## config.mk

```make
export PLATFORM = sky130hd
export DESIGN_NAME = oam_dma
export DESIGN_NICKNAME = d
export VERILOG_FILES = /design/src/rtl/dendy_pkg.sv /design/src/rtl/oam_dma.sv
export SDC_FILE = /design/constraint.sdc
export NUM_CORES = 1
export LEC_CHECK = 0
export ABC_CLOCK_PERIOD_IN_PS = 1800
export CAP_MARGIN = 20
export CORE_MARGIN = 2
export CORE_UTILIZATION = 44
export CTS_BUF_LIST = sky130_fd_sc_hd__clkbuf_16
export DETAILED_ROUTE_END_ITERATION = 6
export PLACE_DENSITY = 0.91
export SLEW_MARGIN = 20
export SYNTH_ARGS = -nofsm -noshare
export SYNTH_HDL_FRONTEND = slang
export SYNTH_SLANG_ARGS = --single-unit
export TNS_END_PERCENT = 5
```

## constraint.sdc

```tcl
create_clock -name clock25 -period 1.8 [get_ports clock25]
set_input_delay 0.36 -clock clock25 [delete_from_list [all_inputs] [get_ports clock25]]
set_output_delay 0.36 -clock clock25 [all_outputs]
set_load 0.02 [all_outputs]
```

## src/rtl/dendy_pkg.sv

```systemverilog
// Shared definitions for the Dendy/NES-style video/CPU glue blocks.
// Holds the OAM DMA trigger address, its FSM state set and the CPU bus address type.
package dendy_pkg;

    localparam logic [15:0] DMA_REG_ADDR = 16'h4014;

    typedef logic [15:0] bus_addr_t;

    typedef enum logic [2:0] {
        IDLE,
        DUMMY,
        ALIGN,
        READ,
        WRITE
    } dma_state_t;

endpackage

```

## src/rtl/oam_dma.sv

```systemverilog
// Sprite OAM DMA engine: a CPU write to DMA_REG copies one 256-byte PRG page into OAM,
// owning the PRG bus and stalling the CPU for 513/514 CPU cycles.
module oam_dma
    import dendy_pkg::*;
#(
    parameter bus_addr_t DMA_REG  = DMA_REG_ADDR,
    parameter bit        ALIGN_EN = 1'b1
) (
    input  logic        clock25,
    input  logic        reset,
    input  logic        ce_cpu,
    input  logic [15:0] cpu_a,
    input  logic [7:0]  cpu_o,
    input  logic        cpu_w,
    input  logic [7:0]  oam_base,
    output logic [15:0] prga,
    input  logic [7:0]  prgi,
    output logic        dma_busy,
    output logic [7:0]  oam_wa,
    output logic [7:0]  oam_wd,
    output logic        oam_we,
    output logic        dma_done
);

    dma_state_t r_state;
    dma_state_t w_state_next;

    logic       r_parity;
    logic [7:0] r_page;
    logic [7:0] r_ptr;
    logic [7:0] r_count;
    logic [7:0] r_data;
    logic       r_cap;
    logic       r_done;

    logic       w_trigger;
    logic       w_write;
    logic [7:0] w_wdata;

    assign w_trigger = ce_cpu && cpu_w && (cpu_a == DMA_REG) && (r_state == IDLE);
    assign w_write   = ce_cpu && (r_state == WRITE);

    always_comb begin
        // NOTE: default first so every path assigns w_state_next and no latch is inferred.
        w_state_next = r_state;
        if (ce_cpu) begin
            case (r_state)
                IDLE:    if (w_trigger) w_state_next = DUMMY;
                DUMMY:   w_state_next = (ALIGN_EN && r_parity) ? ALIGN : READ;
                ALIGN:   w_state_next = READ;
                READ:    w_state_next = WRITE;
                WRITE:   w_state_next = (r_count == 8'hFF) ? IDLE : READ;
                default: w_state_next = IDLE;
            endcase
        end
    end

    // NOTE: sequential state uses non-blocking assignments so all flops update together.
    always_ff @(posedge clock25 or posedge reset) begin
        if (reset) r_state <= IDLE;
        else       r_state <= w_state_next;
    end

    always_ff @(posedge clock25 or posedge reset) begin
        if (reset) begin
            r_parity <= 1'b0;
            r_page   <= 8'h00;
            r_ptr    <= 8'h00;
            r_count  <= 8'h00;
            r_data   <= 8'h00;
            r_cap    <= 1'b0;
            r_done   <= 1'b0;
        end else begin
            // prgi is only valid one clock after the READ tick, regardless of ce_cpu.
            r_cap  <= ce_cpu && (r_state == READ);
            r_done <= w_write && (r_count == 8'hFF);
            if (r_cap) r_data <= prgi;
            if (ce_cpu) begin
                r_parity <= ~r_parity;
                if (w_trigger) begin
                    r_page  <= cpu_o;
                    r_ptr   <= oam_base;
                    r_count <= 8'h00;
                end else if (r_state == WRITE) begin
                    r_ptr   <= r_ptr + 8'd1;
                    r_count <= r_count + 8'd1;
                end
            end
        end
    end

    // When the WRITE tick immediately follows READ, the byte is still on prgi, not in r_data.
    assign w_wdata  = r_cap ? prgi : r_data;

    assign dma_busy = (r_state != IDLE);
    assign prga     = dma_busy ? {r_page, r_count} : 16'h0000;
    assign oam_we   = w_write;
    assign oam_wa   = w_write ? r_ptr : 8'h00;
    assign oam_wd   = w_write ? w_wdata : 8'h00;
    assign dma_done = r_done;

endmodule

```

==> PnR_summary.wiki <==
{| class="wikitable"
! Metric !! Value
|-
| Outcome || finished, violations left
|-
| Violations in the final reports || negative setup slack
|-
| Average wire length per cell after detail routing || 15.5 µm
|-
| Slowest stage cell, crit path || sky130_fd_sc_hd__dfrtp_1
|-
| Final count of negative-setup-slack endpoints || 18
|-
| Highest cell delay on the worst timing path || 0.41 ns
|-
| Worst Reg-to-Reg Cells || 6
|-
| Wire length after detailed routing || 5440 µm
|-
| Min-delay worst type || in2async
|-
| Unrepaired setup endpoints after global routing || true
|-
| Die area || 5230 µm²
|-
| Initial core utilization || 46.5%
|-
| Top fanout value on the critical path || 7
|-
| Number of DRC markers after the initial detailed-route iteration || 159
|-
| Worst path depth || 5
|-
| Dominant combinational cell family by area after synthesis || simple AND/OR/NAND/NOR gates
|-
| Required time of the worst setup path || 1.44 ns
|-
| Share of synthesized cell area in full adder, half adder and majority cells || 1.22%
|-
| Number of sinks driven by the clock tree || 38
|-
| Worst-case setup margin in the final layout || -0.121 ns
|-
| Detail-routed via count per cell || 5.27
|-
| Least-Margin Pin Slew || 0.448 ns
|-
| RR Startpoint || r_state[2]$_DFFE_PP0P_
|-
| Number of nets in the synthesized netlist || 241
|-
| All-layer global routing usage || 21.9%
|-
| Share of synthesized registers carrying an async set or reset || 100%
|-
| Share of the synthesized area in compound gates (AO/OA/AOI/OAI) || 5.36%
|-
| Maximum vdd ir drop || 0.659 mV
|-
| Crit Path Category || reg2out
|-
| Worst hold slack || 0.435 ns
|-
| Crit path launch type || register
|-
| Most used DFF post-synth || sky130_fd_sc_hd__dfrtp_1
|-
| Standard cell area after detailed placement || 3060 µm²
|-
| Pre-antenna DRT Iters || 4
|-
| Part of the cycle the worst path needs || 107%
|-
| Most frequent CP cell || sky130_fd_sc_hd__buf_6
|-
| Pin count of the biggest net entering global routing || 39
|-
| Final slew viol count || 0
|-
| Syn_area_per_cell || 10.5 µm²
|-
| Synthesized instance count || 195
|-
| CTS tree || done
|-
| Number of enable-type register cells in the synthesized netlist || 0
|-
| Peak clock frequency supported by timing || 520 MHz
|-
| Y dimension of the die || 72.3 µm
|-
| Num rows || 24
|-
| Area Growth Syn to Fin || 61.8%
|-
| Via count of the first global-routing pass || 1918
|-
| Total of warnings raised by yosys || 0
|-
| Number of different library cells in the post-synthesis netlist || 41
|-
| Detailed placement HPWL || 3820 µm
|-
| Global placement routability congestion || 0.758
|-
| Power density relative to cell area || 977 nW/µm²
|-
| Post-detailed-route count of antenna-violating nets || 0
|-
| Share of the yosys chip area belonging to registers || 46.3%
|-
| Minimum period implied by the final worst setup slack || 1.92 ns
|-
| Worst setup path start || r_state[2]$_DFFE_PP0P_
|-
| Remaining DRCs || 0
|-
| Sum of buffers and inverters on the critical path || 3
|-
| Crit path cell chain || nor3_4 > buf_6 > clkinvlp_4 > and2_4 > buf_6
|-
| Die Span X || 72.3 µm
|-
| Total power consumption of the routed design || 3.25 mW
|-
| Total inserted antenna cells || 0
|-
| Total global routing overflow || 0
|-
| Area of the placeable core || 4410 µm²
|-
| Post-synthesis mux area share || 12.8%
|-
| Skew-Pair Late Insertion Delay || 0.28 ns
|-
| Number of antenna violations at the first check in global routing || 0
|-
| Deepest clock path buffer count || 2
|-
| Clock Skew || 0.00334 ns
|-
| Synthesized area || 2050 µm²
|-
| Arrival time worst endpoint || 1.56 ns
|-
| Xor-xnor portion of the synthesized cell area || 5.54%
|-
| Post-Route Setup TNS || -1.33 ns
|-
| Synthesized-area fraction occupied by and/or/nand/nor cells || 25.6%
|-
| Vias after detailed routing || 1855
|-
| IO Pins || 79
|-
| Htree depth || 2
|-
| Final core occ || 75.3%
|-
| Clock root buffer master || sky130_fd_sc_hd__clkbuf_16
|-
| Final Instance Area || 3320 µm²
|-
| Reg2reg setup slack || 0.09 ns
|-
| Top delay family on crit path || simple AND/OR/NAND/NOR gates
|-
| CTS buffer count || 5
|-
| Hold violation count in the final report || 0
|-
| Number of max-cap violations || 0
|-
| Worst slew margin relative to its limit || 69.8%
|-
| Hold buffers post-CTS || 0
|-
| Static Leakage || 1.61 nW
|-
| Kind of capture point of the worst setup path || output pin
|-
| Total number of nets in the final design || 345
|-
| Clock input transition at the sequential cells of the worst setup and hold paths || 0.06 ns
|-
| Fraction of final layout cells sized beyond drive strength 1 || 38.0%
|-
| I/O Buffers || 78
|-
| Number of register bits inferred by synthesis || 38
|-
| Wire length of the first global-routing pass || 8880 µm
|}
==> logic make-up (layout without fill, tap and decap cells) <==
kind of cell             count (synthesis)  count (layout)
multiplexers                            21              21
flip-flops                              38              38
XOR/XNOR                                13              13
AND/OR/NAND/NOR                         91              91
AO/OA/AOI/OAI                           15              15
buffers and inverters                   15             120
adder cells (fa/ha/maj)                  2               2
==> report_power, final <==
group	switching (mW)	internal (mW)	total (mW)
Sequential	0.120	1.01	1.13
Clock	0.335	0.648	0.983
Combinational	0.499	0.639	1.14
==> flip-flops by register name (all words and copies together), names as in the netlist <==
signal / flops
dma_done: 1
r_data: 8
r_ptr: 8
r_cap: 1
r_parity: 1
r_count: 8
r_state: 3
r_page: 8
==> what timing repair did <==
action,in CTS,in global routing
cloned,1,0
endpoints found under the setup margin,48,46
pin swaps,9,2
gates resized for setup,186,22
setup buffers,5,1
==> layout make-up <==
type / instances / area, µm²
clock buffer: 5 / 125
clock inverter: 3 / 40.0
fill: 305 / 1090
inverter: 7 / 26.3
multi-input combinational: 142 / 1100
sequential: 38 / 951
tap: 52 / 65.1
timing repair buffer: 104 / 1010
timing repair inverter: 1 / 7.51
==> stage by stage <==
stage	setup WS, ns	instances
after floorplan	0.0114	195
after global placement	-0.508	337
after detailed placement	-0.529	337
after CTS	-0.127	351
after global routing	-0.198	352
final	-0.121	352
==> worst min-delay path: stages <==
cell,delay (ns)
sky130_fd_sc_hd__clkdlybuf4s50_1,0.40
sky130_fd_sc_hd__inv_1,0.10
sky130_fd_sc_hd__buf_12,0.23
==> final timing paths <==
kind | to
hold / removal | r_parity$_DFFE_PP0P_
setup reg to reg | r_ptr[6]$_DFFE_PP0P_
max in group asynchronous | r_count[4]$_DFFE_PP0P_
hold reg to reg | r_parity$_DFFE_PP0P_
setup / recovery | prga[4]
min in group clock25 | r_parity$_DFFE_PP0P_
==> per-layer routing <==
layer | wire [µm] | part of all wire (%) | track usage (%) | up-vias
met5 | 0 | 0 | 0 | -
li1 | - | - | - | 879
met2 | 2770 | 51 | 38.4 | 70
met3 | 368 | 6.8 | 5.56 | 10
met4 | 123 | 2.3 | 7.13 | 0
met1 | 2180 | 40 | 26.2 | 896
==> layout by cell type, fill, tap and decap left out, drive strengths merged, types with 2 or more instances in the layout <==
cell and count:
buf 59, clkdlybuf4s50 42, dfrtp 38, and2 31, mux2 21, nor2 18, xnor2 10, nand2 9
nor3 8, inv 7, clkbuf 5, nor4 5, nand4 4, nand3 4, xor2 3, nor2b 2
and3 2, and4 2, a211oi 2, a21oi 2, o21ai 2, ha 2, clkinv 2
==> cells in the mapped netlist, drive strengths merged (3+ instances only) <==
cell type   n  share of area [%]
mux2       21                 13
nor3        8                2.4
and2       31                9.4
nand4       4                1.2
nor2       18                3.3
dfrtp      38                 46
clkbuf      6                1.2
nand2       9                1.6
xor2        3                1.3
nand3       4                1.2
xnor2      10                4.3
nor4        5                1.5
inv         7                1.3
(Power assumes the default switching activity.)
